[src/rtl/radio_cal_loopback_pkg.sv]
// Shared types and constants for the radio calibration loopback switch.
package radio_cal_loopback_pkg;

  localparam int SAMP_W = 32;
  localparam logic [SAMP_W-1:0] ZERO_SAMP = '0;

  typedef enum logic [1:0] {
    BYPASS = 2'd0,
    PRIME  = 2'd1,
    LOOP   = 2'd2,
    FLUSH  = 2'd3
  } lb_state_t;

endpackage

[src/rtl/radio_cal_loopback_fifo.sv]
// Synchronous sample FIFO; extra pointer MSB tells full from empty.
// No fall-through: a pop while empty returns nothing even if a push lands that cycle.
module radio_cal_loopback_fifo
  import radio_cal_loopback_pkg::*;
#(
  parameter int AWIDTH = 4
) (
  input  logic              clk,
  input  logic              rst_n,
  input  logic              clear,
  input  logic              push,
  input  logic              pop,
  input  logic [SAMP_W-1:0] din,
  output logic [SAMP_W-1:0] dout,
  output logic [AWIDTH:0]   fill,
  output logic              full,
  output logic              empty
);

  localparam int DEPTH = 1 << AWIDTH;

  logic [SAMP_W-1:0] mem [DEPTH];
  logic [AWIDTH:0]   wr_ptr;
  logic [AWIDTH:0]   rd_ptr;
  logic              wr_ok;
  logic              rd_ok;

  assign empty = (wr_ptr == rd_ptr);
  assign full  = (wr_ptr[AWIDTH] != rd_ptr[AWIDTH]) &&
                 (wr_ptr[AWIDTH-1:0] == rd_ptr[AWIDTH-1:0]);
  assign fill  = wr_ptr - rd_ptr;
  assign dout  = mem[rd_ptr[AWIDTH-1:0]];

  // A simultaneous pop frees the slot, so a push to a full FIFO still lands.
  assign wr_ok = push && (!full || pop);
  assign rd_ok = pop && !empty;

  always_ff @(posedge clk or negedge rst_n) begin
    if (!rst_n) begin
      wr_ptr <= '0;
      rd_ptr <= '0;
    end else if (clear) begin
      wr_ptr <= '0;
      rd_ptr <= '0;
    end else begin
      if (wr_ok) wr_ptr <= wr_ptr + 1'b1;
      if (rd_ok) rd_ptr <= rd_ptr + 1'b1;
    end
  end

  always_ff @(posedge clk) begin
    if (wr_ok && !clear) mem[wr_ptr[AWIDTH-1:0]] <= din;
  end

endmodule

[src/rtl/radio_cal_loopback.sv]
// TX->RX calibration loopback switch between radio core and front end.
// Optional saturating drop/empty-pop counters: define RADIO_CAL_LOOPBACK_STATS_EN.
//
// state  | meaning
// BYPASS | front-end samples pass straight through
// PRIME  | DAC muted, TX samples fill FIFO, core sees zeros
// LOOP   | FIFO contents returned to core on RX strobe
// FLUSH  | one cycle: FIFO emptied, outputs zeroed
module radio_cal_loopback
  import radio_cal_loopback_pkg::*;
#(
  parameter int FIFO_AWIDTH = 4,
  parameter int PRIME_LEVEL = 8
) (
  input  logic              ce_clk,
  input  logic              ce_rst_n,
  input  logic              swap_en,
  input  logic [SAMP_W-1:0] core_tx,
  output logic              core_tx_stb,
  input  logic              fe_tx_stb,
  output logic [SAMP_W-1:0] fe_tx,
  input  logic [SAMP_W-1:0] fe_rx,
  input  logic              fe_rx_stb,
  output logic [SAMP_W-1:0] core_rx,
  output logic              core_rx_stb,
  output logic              loop_active,
  output logic              overflow,
  output logic              underflow
`ifdef RADIO_CAL_LOOPBACK_STATS_EN
  ,
  output logic [15:0]       ovf_count,
  output logic [15:0]       unf_count
`endif
);

  localparam logic [FIFO_AWIDTH:0] PRIME_FILL = (FIFO_AWIDTH+1)'(PRIME_LEVEL);

  lb_state_t             state, state_next;
  logic                  push, pop, clear;
  logic                  full, empty;
  logic [FIFO_AWIDTH:0]  fill;
  logic [SAMP_W-1:0]     head;
  logic [SAMP_W-1:0]     core_rx_next;
  logic                  enter_prime;
  logic                  drop;
  logic                  empty_pop;

  assign core_tx_stb = fe_tx_stb;
  assign loop_active = (state == PRIME) || (state == LOOP);

  assign push        = loop_active && fe_tx_stb;
  assign pop         = (state == LOOP) && fe_rx_stb;
  assign clear       = (state == FLUSH);
  assign enter_prime = (state == BYPASS) && swap_en;
  assign drop        = push && full && !pop;
  assign empty_pop   = pop && empty;

  radio_cal_loopback_fifo #(.AWIDTH(FIFO_AWIDTH)) u_fifo (
    .clk   (ce_clk),
    .rst_n (ce_rst_n),
    .clear (clear),
    .push  (push),
    .pop   (pop),
    .din   (core_tx),
    .dout  (head),
    .fill  (fill),
    .full  (full),
    .empty (empty)
  );

  always_ff @(posedge ce_clk or negedge ce_rst_n) begin
    if (!ce_rst_n) state <= BYPASS;
    else           state <= state_next;
  end

  // Dropping swap_en wins over reaching the prime level.
  always_comb begin
    state_next   = state;
    core_rx_next = core_rx;
    case (state)
      BYPASS: begin
        core_rx_next = fe_rx;
        if (swap_en) state_next = PRIME;
      end
      PRIME: begin
        if (fe_rx_stb) core_rx_next = ZERO_SAMP;
        if (!swap_en)                 state_next = FLUSH;
        else if (fill >= PRIME_FILL)  state_next = LOOP;
      end
      LOOP: begin
        if (fe_rx_stb) core_rx_next = empty ? ZERO_SAMP : head;
        if (!swap_en) state_next = FLUSH;
      end
      FLUSH: begin
        core_rx_next = ZERO_SAMP;
        state_next   = BYPASS;
      end
      default: state_next = BYPASS;
    endcase
  end

  always_ff @(posedge ce_clk or negedge ce_rst_n) begin
    if (!ce_rst_n) begin
      core_rx     <= ZERO_SAMP;
      core_rx_stb <= 1'b0;
      fe_tx       <= ZERO_SAMP;
      overflow    <= 1'b0;
      underflow   <= 1'b0;
    end else begin
      core_rx     <= core_rx_next;
      core_rx_stb <= fe_rx_stb;
      fe_tx       <= (state == BYPASS) ? core_tx : ZERO_SAMP;
      if (enter_prime) begin
        overflow  <= 1'b0;
        underflow <= 1'b0;
      end else begin
        if (drop)      overflow  <= 1'b1;
        if (empty_pop) underflow <= 1'b1;
      end
    end
  end

`ifdef RADIO_CAL_LOOPBACK_STATS_EN
  always_ff @(posedge ce_clk or negedge ce_rst_n) begin
    if (!ce_rst_n) begin
      ovf_count <= '0;
      unf_count <= '0;
    end else if (enter_prime) begin
      ovf_count <= '0;
      unf_count <= '0;
    end else begin
      if (drop && (ovf_count != 16'hFFFF))      ovf_count <= ovf_count + 16'd1;
      if (empty_pop && (unf_count != 16'hFFFF)) unf_count <= unf_count + 16'd1;
    end
  end
`endif

endmodule

[config.mk]
export PLATFORM = sky130hd
export DESIGN_NAME = radio_cal_loopback
export DESIGN_NICKNAME = d
export VERILOG_FILES = /design/src/rtl/radio_cal_loopback_pkg.sv /design/src/rtl/radio_cal_loopback_fifo.sv /design/src/rtl/radio_cal_loopback.sv
export SDC_FILE = /design/constraint.sdc
export NUM_CORES = 1
export LEC_CHECK = 0
export CAP_MARGIN = 20
export CORE_MARGIN = 1.5
export CORE_UTILIZATION = 40
export CTS_CLUSTER_DIAMETER = 200
export CTS_CLUSTER_SIZE = 14
export DETAILED_ROUTE_END_ITERATION = 6
export GPL_ROUTABILITY_DRIVEN = 1
export PLACE_DENSITY = 0.6
export SLEW_MARGIN = 15
export SYNTH_ARGS = -nofsm -noshare
export SYNTH_HDL_FRONTEND = slang
export SYNTH_HIERARCHICAL = 1
export SYNTH_SLANG_ARGS = --single-unit
export TNS_END_PERCENT = 5
[constraint.sdc]
create_clock -name ce_clk -period 9.06 [get_ports ce_clk]
set_clock_uncertainty 0.2 [all_clocks]
set_input_delay 0.906 -clock ce_clk [delete_from_list [all_inputs] [get_ports ce_clk]]
set_output_delay 0.906 -clock ce_clk [all_outputs]
set_load 0.03 [all_outputs]
==> results of run 1 <==
==> where the power goes <==
group / switching (W) / total, W / internal, W / leakage (nW)
logic: 0.00102 / 0.00181 / 0.000787 / 2.16
clock network: 0.000925 / 0.00194 / 0.00102 / 0.654
registers: 0.000149 / 0.00332 / 0.00317 / 5.64
total: 0.00210 / 0.00707 / 0.00498 / 8.46
==> layer usage <==
metal  share of wire  wire [um]  global-route usage
met3           0.046       2410              0.0246
met5               0          0                   0
met1            0.45      23700               0.253
met4           0.020       1060              0.0465
met2            0.48      25600               0.296
==> area by class of cell <==
class,count,share of cell area
sequential,591,0.646
multi-input combinational,516,0.204
timing repair buffer,168,0.0611
clock buffer,86,0.0508
tap,765,0.0356
inverter,12,0.00168
clock inverter,1,0.000605
==> stage by stage <==
stage	instance area [um2]	power (W)	hold slack, ns	utilization
3_3_place_gp	25400	0.00520	0.299	0.441
3_5_place_dp	25500	0.00523	0.310	0.443
5_1_grt	26900	0.00741	0.160	0.467
2_1_floorplan	23300	0.00463	0.350	-
6_report	26900	0.00707	0.140	0.467
4_1_cts	26900	0.00718	0.132	0.467
==> state kept, by name (all words and copies together) (netlist names) <==
register and cells:
fe_tx 32, u_fifo/rd_ptr 5, core_rx_stb 1, underflow 1, state 2, overflow 1
u_fifo/mem 512, u_fifo/wr_ptr 5, core_rx 32
==> critical path: stages (launching register included) <==
cell and delay, ns:
dfrtp_4 1.09, buf_4 0.69, buf_4 0.72, mux4_2 0.59, o21ai_1 0.21, o21ai_1 0.11
a22oi_1 0.19, a21oi_1 0.10
==> worst max path at each step <==
stage | start | to | cells past startpoint
floorplan | u_fifo/rd_ptr[1]$_DFFE_PN0P_ | u_fifo/mem[15][0]$_DFFE_PP_ | 9
global placement | u_fifo/rd_ptr[0]$_DFFE_PN0P_ | core_rx[13]$_DFFE_PN0P_ | 7
detailed placement | u_fifo/rd_ptr[0]$_DFFE_PN0P_ | core_rx[13]$_DFFE_PN0P_ | 7
CTS | u_fifo/rd_ptr[0]$_DFFE_PN0P_ | core_rx[13]$_DFFE_PN0P_ | 7
global route | u_fifo/rd_ptr[0]$_DFFE_PN0P_ | core_rx[14]$_DFFE_PN0P_ | 7
finish | u_fifo/rd_ptr[0]$_DFFE_PN0P_ | core_rx[13]$_DFFE_PN0P_ | 7
==> impl_metrics.json, run 1 <==
{
  "outcome": "completed",
  "drive_gt1_frac": 0.182,
  "die_h_um": 244,
  "postCtsSetupBuffers": 0,
  "rsz0062_at_grt": "false",
  "cp.arrival_ns": 4.42,
  "antenna_found_initial": 0,
  "r2r-start": "u_fifo/rd_ptr[0]$_DFFE_PN0P_",
  "dp_hpwl_mm": 29.6,
  "core-area_mm2": 0.0576,
  "fillerInstances": 4831,
  "cts_made_buffers": 48,
  "drtIter0Drc": 1023,
  "final_max_slew_viol_count": 0,
  "num_vias": 11709,
  "final_hold_viol_count": 0,
  "grt_use_total": 0.180,
  "final_cells": 2139,
  "grt_max_degree": 65,
  "crit_path_start_kind": "register",
  "initial_utilization": 0.404,
  "die_area_mm2": 0.0596,
  "fin_tns_setup_ns": 0,
  "grt_first_pass_wirelength_mm": 79.9,
  "path_max_fanout": 52,
  "hold_path_class": "in2async",
  "fin_nets": 1421,
  "clock-sinks": 591,
  "worstSetupPathType": "reg2reg",
  "cts.clk_slew.worst_paths_ns": 0.07,
  "period_share": 0.464,
  "drc_errors": 0,
  "drv_cap": 0,
  "pre_cts_slack_ns": 4.76,
  "holdBufCountCts": 0,
  "critical_path_required_ns": 9.28,
  "clockBufferDepth": 3,
  "irDropWorstVdd_mv": 0.134,
  "cts-resized-gates": 0,
  "clock_latency_ns": 0.58,
  "gp_congestion": 0.736,
  "avgViaCountPerCell": 5.47,
  "port_buffers": 137,
  "die_width_um": 244,
  "wl_mm": 52.8,
  "netlist_area_mm2": 0.0233,
  "tightest_slew_ns": 1.08,
  "regToRegEndpoint": "core_rx[13]$_DFFE_PN0P_",
  "regArea_mm2": 0.0174,
  "cts_tree": "built",
  "io_pins": 138,
  "htreeDepth": 2,
  "wl_per_cell_um": 24.7,
  "dp.cells": 2052,
  "ant_nets": 0,
  "placement_rows": 88,
  "final_common_cell": "edfxtp_1",
  "antenna_cells": 0,
  "worst_r2r_path_depth": 7,
  "synth_warnings": 6,
  "fmax_ghz": 0.238,
  "r2r_slack_ns": 4.85,
  "final-setup-viol-count": 0,
  "timing.slew.headroom": 0.279,
  "grt_pass1_vias": 12226,
  "finalCriticalPeriod_ns": 4.21,
  "syn_nets": 1276,
  "area_growth_pct": 15.5,
  "leakage_nw": 8.46,
  "dr.pass1.iters": 5,
  "fin_ws_ns": 4.85,
  "root_buffer": "clkbuf_16",
  "multi_input_comb_area_mm2": 0.00548,
  "postSynthCellCount": 1192,
  "final_cell_mix": "edfxtp_1, clkdlybuf4s50_1, mux2i_1",
  "postSynthAreaPerCell_um2": 19.5,
  "grt_remaining_overflow": 0,
  "power_density_mw_per_mm2": 263,
  "end_kind": "register"
}
Power figures use the tool's default switching activity.
==> run 2, diff against run 1 <==
Settings changed: PLACE_DENSITY 0.6 to 0.62.
Clock period 9.06 ns to 3.7 ns, I/O delays scaled along.
==> run 2 against run 1 <==
First-iteration DRC count decreased by 17%; sequential power grew 140%; total power is 150% higher; critical path type unchanged; maximum frequency grew 27%; die area stayed put.
==> impl_metrics.json, run 2 (same netlist as run 1, synthesis figures left out) <==
{
  "outcome": "completed",
  "grt_pass1_vias": 11953,
  "crit_chain": "inv_1, ha_1, nand2_1, inv_1, o31ai_4, buf_12, nor3_1, and2_2",
  "critical_path_required_ns": 3.71,
  "hold_path_class": "in2async",
  "dp_hpwl_mm": 29.0,
  "drc_errors": 0,
  "irDropWorstVdd_mv": 0.447,
  "crit_path_frequent_cell": "inv_1",
  "r2r-start": "state[0]$_DFFE_PN0P_",
  "antenna_found_initial": 0,
  "fin_nets": 1428,
  "fmax_ghz": 0.303,
  "final_area_mm2": 0.0271,
  "fillerInstances": 4809,
  "antenna_cells": 0,
  "worstSetupPathType": "reg2reg",
  "max_stage_delay_ns": 0.93,
  "port_buffers": 137,
  "cts_made_buffers": 48,
  "cp.arrival_ns": 3.31,
  "cts_tree": "built",
  "worst_r2r_path_depth": 8,
  "power_density_mw_per_mm2": 645,
  "die_area_mm2": 0.0596,
  "htreeDepth": 2,
  "drv_cap": 0,
  "wl_mm": 51.3,
  "area_growth_pct": 16.6,
  "grt_use_total": 0.174,
  "multi_input_comb_area_mm2": 0.00554,
  "io_pins": 138,
  "num_vias": 11524,
  "postCtsSetupBuffers": 0,
  "final_max_slew_viol_count": 0,
  "fin_tns_setup_ns": 0,
  "period_share": 0.892,
  "drtIter0Drc": 846,
  "regToRegEndpoint": "u_fifo/mem[12][7]$_DFFE_PP_",
  "clock_latency_ns": 0.59,
  "cp_slowest_cell": "and2_2",
  "final_cell_mix": "edfxtp_1, clkdlybuf4s50_1, mux2i_1",
  "regArea_mm2": 0.0174,
  "largest_register_ffs": 512,
  "postLayoutCoreUtil": 0.471,
  "rsz0062_at_grt": "false",
  "grt_max_degree": 99,
  "clock-sinks": 591,
  "gp_congestion": 0.739,
  "crit_path_start_kind": "register",
  "placement_rows": 88,
  "wl_per_cell_um": 23.9,
  "final_common_cell": "edfxtp_1",
  "timing.slew.headroom": 0.273,
  "dr.pass1.iters": 5,
  "cts.clk_slew.worst_paths_ns": 0.07,
  "tightest_slew_ns": 1.09,
  "path_max_fanout": 32,
  "finalPower_w": 0.0175,
  "finalCriticalPeriod_ns": 3.30,
  "die_width_um": 244,
  "final_hold_viol_count": 0,
  "grt_first_pass_wirelength_mm": 77.5,
  "fin_ws_ns": 0.398,
  "initial_utilization": 0.404,
  "root_buffer": "clkbuf_16",
  "die_h_um": 244,
  "avgViaCountPerCell": 5.36,
  "drive_gt1_frac": 0.186,
  "cts-resized-gates": 0,
  "ant_nets": 0,
  "grt_remaining_overflow": 0,
  "clockBufferDepth": 3,
  "leakage_nw": 8.59,
  "dpl_cell_area_mm2": 0.0256,
  "r2r_slack_ns": 0.40,
  "final-setup-viol-count": 0,
  "core-area_mm2": 0.0576,
  "end_kind": "register",
  "pre_cts_slack_ns": 0.321
}
## run 2: cell types whose count changed in the layout (fill, tap and decap cells not counted), moves of 2 or more
cell / previous run / this run
nor4_2: 2 / 0
nor3_2: 7 / 0
nor4_4: 0 / 2
buf_4: 29 / 27
buf_12: 1 / 8
inv_6: 0 / 2
nor3_4: 1 / 8
## run 2: repair_timing
action / 4_1_cts / 5_1_grt
hold buffers: 1 / 0
setup endpoints to repair: 0 / 0
endpoints found under the hold margin: 62 / 0
## run 2: power by group
group,total (W),switching (W),internal (W),leakage [nW]
clock,0.00477,0.00229,0.00247,0.664
sequential,0.00798,0.000207,0.00777,5.64
combinational,0.00473,0.00274,0.00199,2.29
total,0.0175,0.00525,0.0122,8.59
## run 2: how the worst max path moves through the flow
stage	end	depth (start not counted)	from	slack [ns]
floorplan	u_fifo/mem[11][0]$_DFFE_PP_	9	u_fifo/rd_ptr[1]$_DFFE_PN0P_	-0.52
global placement	u_fifo/mem[4][11]$_DFFE_PP_	7	fe_rx_stb	0.37
detailed placement	u_fifo/mem[4][11]$_DFFE_PP_	7	fe_rx_stb	0.32
CTS	u_fifo/mem[4][17]$_DFFE_PP_	8	state[0]$_DFFE_PN0P_	0.34
global route	u_fifo/mem[12][7]$_DFFE_PP_	8	state[0]$_DFFE_PN0P_	0.23
finish	u_fifo/mem[12][7]$_DFFE_PP_	8	state[0]$_DFFE_PN0P_	0.40
## run 2: layout make-up
cell class / count / share of cell area
clock buffers: 86 / 0.0496
repair buffers: 175 / 0.0661
multi-input cells: 516 / 0.204
flip-flops and latches: 591 / 0.641
inverters: 12 / 0.00166
well taps: 765 / 0.0353
clock inverters: 4 / 0.00235
## run 2: critical path, delay by kind of cell, from the launching register on
kind | cells | cell delay, ns
compound gates | 1 | 0.11
fa+ha+maj | 1 | 0.31
simple gates | 3 | 1.33
flops | 1 | 0.42
buf+inv | 3 | 0.52
## run 2: metal layers
metal  GRT usage  wire (um)  vias up
li1            -          -     5105
met1       0.242      22500     6051
met2       0.286      25100      311
met3      0.0309       2790       57
met4      0.0427        867        0
met5           0          0        -
## run 2: metrics by stage
| stage | cells | hold WS [ns] |
|---|---|---|
| 3_3_place_gp | 2052 | 0.296 |
| 5_1_grt | 2149 | 0.109 |
| 4_1_cts | 2144 | 0.0837 |
| 6_report | 2149 | 0.0916 |
| 2_1_floorplan | 1192 | -0.126 |
| 3_5_place_dp | 2053 | 0.305 |
==> run 3, diff against run 2 <==
Settings changed: CAP_MARGIN 20 to default.
==> run 3 against run 2 <==
Cell count fell by 0.23%; die area did not move; first-iteration DRC count rose by 7.1%; critical path depth did not move; via count fell by 0.18%; combinational power barely moved; flip-flop and latch count did not move; highest routed layer unchanged.
==> impl_metrics.json, run 3 (same netlist as run 1, synthesis figures left out) <==
{
  "r2r-start": "state[0]$_DFFE_PN0P_",
  "timing.slew.headroom": 0.162,
  "final_cells": 2144,
  "outcome": "completed",
  "placement_rows": 88,
  "finalCriticalPeriod_ns": 3.35,
  "final_common_cell": "edfxtp_1",
  "tightest_slew_ns": 1.26,
  "clock-sinks": 591,
  "antenna_found_initial": 0,
  "die_area_mm2": 0.0596,
  "gp_congestion": 0.739,
  "crit_path_frequent_cell": "inv_1",
  "drtIter0Drc": 906,
  "wl_per_cell_um": 24.0,
  "r2r_slack_ns": 0.35,
  "final_max_slew_viol_count": 0,
  "num_vias": 11503,
  "endpoint": "u_fifo/mem[4][18]$_DFFE_PP_",
  "dpl_cell_area_mm2": 0.0256,
  "dp_hpwl_mm": 28.8,
  "area_growth_pct": 16.1,
  "initial_utilization": 0.404,
  "fin_nets": 1422,
  "root_buffer": "clkbuf_16",
  "fillerInstances": 4816,
  "clock_latency_ns": 0.59,
  "cts_made_buffers": 48,
  "rsz0062_at_grt": "false",
  "dr.pass1.iters": 5,
  "holdBufCountCts": 1,
  "die_width_um": 244,
  "critical_path_required_ns": 3.78,
  "final_area_mm2": 0.0270,
  "worstSetupPathType": "reg2reg",
  "clockBufferDepth": 3,
  "postCtsSetupBuffers": 0,
  "largest_register_ffs": 512,
  "grt_first_pass_wirelength_mm": 77.7,
  "startpoint": "state[0]$_DFFE_PN0P_",
  "avgViaCountPerCell": 5.37,
  "max_stage_delay_ns": 0.95,
  "path_max_fanout": 20,
  "whs_ns": 0.133,
  "final_cell_mix": "edfxtp_1, clkdlybuf4s50_1, mux2i_1",
  "core-area_mm2": 0.0576,
  "grt_max_degree": 99,
  "crit_chain": "inv_1, ha_1, nand2_1, inv_1, o31ai_4, buf_12, nor3_4, buf_4",
  "drive_gt1_frac": 0.182,
  "crit_path_start_kind": "register",
  "final-setup-viol-count": 0,
  "cts_tree": "built",
  "cp.arrival_ns": 3.43,
  "final_hold_viol_count": 0,
  "leakage_nw": 8.54,
  "ant_nets": 0,
  "die_h_um": 244,
  "io_pins": 138,
  "hold_path_class": "in2reg",
  "drv_cap": 0,
  "cts-resized-gates": 0,
  "irDropWorstVdd_mv": 0.424,
  "cp_slowest_cell": "nor3_4",
  "cts.clk_slew.worst_paths_ns": 0.07,
  "grt_pass1_vias": 12011,
  "fmax_ghz": 0.298,
  "wl_mm": 51.5,
  "dp.cells": 2052,
  "grt_remaining_overflow": 0,
  "htreeDepth": 2,
  "drc_errors": 0,
  "regToRegEndpoint": "u_fifo/mem[4][18]$_DFFE_PP_",
  "regArea_mm2": 0.0174,
  "period_share": 0.905,
  "end_kind": "register",
  "power_density_mw_per_mm2": 647,
  "multi_input_comb_area_mm2": 0.00554,
  "port_buffers": 137,
  "grt_use_total": 0.174,
  "hold_depth": 1,
  "worst_r2r_path_depth": 8
}
[run 3: layout make-up]
type                            instances  share of cell area
Timing Repair Buffer                  169              0.0620
Clock buffer                           86              0.0498
Sequential cell                       591               0.643
Tap cell                              765              0.0355
Antenna cell                            1           0.0000927
Inverter                               12             0.00167
Multi-Input combinational cell        516               0.205
Clock inverter                          4             0.00236
[run 3: worst min path at each step]
| stage | start | to | slack, ns |
|---|---|---|---|
| final | fe_rx_stb | core_rx_stb$_DFF_PN0_ | 0.13 |
| after CTS | fe_rx_stb | core_rx_stb$_DFF_PN0_ | 0.09 |
| after detailed placement | core_rx[19]$_DFFE_PN0P_ | core_rx[19]$_DFFE_PN0P_ | 0.31 |
| after floorplan | ce_rst_n | core_rx[0]$_DFFE_PN0P_ | -0.13 |
| after global placement | core_rx[22]$_DFFE_PN0P_ | core_rx[22]$_DFFE_PN0P_ | 0.30 |
| after global routing | fe_rx_stb | core_rx_stb$_DFF_PN0_ | 0.12 |
[run 3: per-stage QoR]
stage	power, W	TNS (ns)	worst slack (ns)	util
floorplan	0.0114	-26.83	-0.521	-
global placement	0.0129	0	0.372	0.444
finish	0.0175	0	0.350	0.469
detailed placement	0.0129	0	0.321	0.444
CTS	0.0177	0	0.346	0.469
global route	0.0183	0	0.214	0.469
[run 3: layer usage]
layer	share of wire	track usage	routed length, um
met1	0.44	0.241	22700
met2	0.49	0.290	25400
met3	0.047	0.0250	2440
met4	0.019	0.0458	957
met5	0	0	0
[run 3: power breakdown]
part | total, W | leakage [nW] | internal [W] | switching [W]
Sequential | 0.00797 | 5.64 | 0.00777 | 0.000200
Combinational | 0.00475 | 2.24 | 0.00198 | 0.00277
Clock | 0.00475 | 0.664 | 0.00247 | 0.00227
[run 3: worst max-delay path, delay by kind of cell (launching register included)]
kind	cells	cell delay (ns)
and+or+nand+nor	2	1.06
AOI/OAI and AO/OA	1	0.11
adders and majority gates	1	0.31
DFF	1	0.41
buffers and inverters	4	0.93
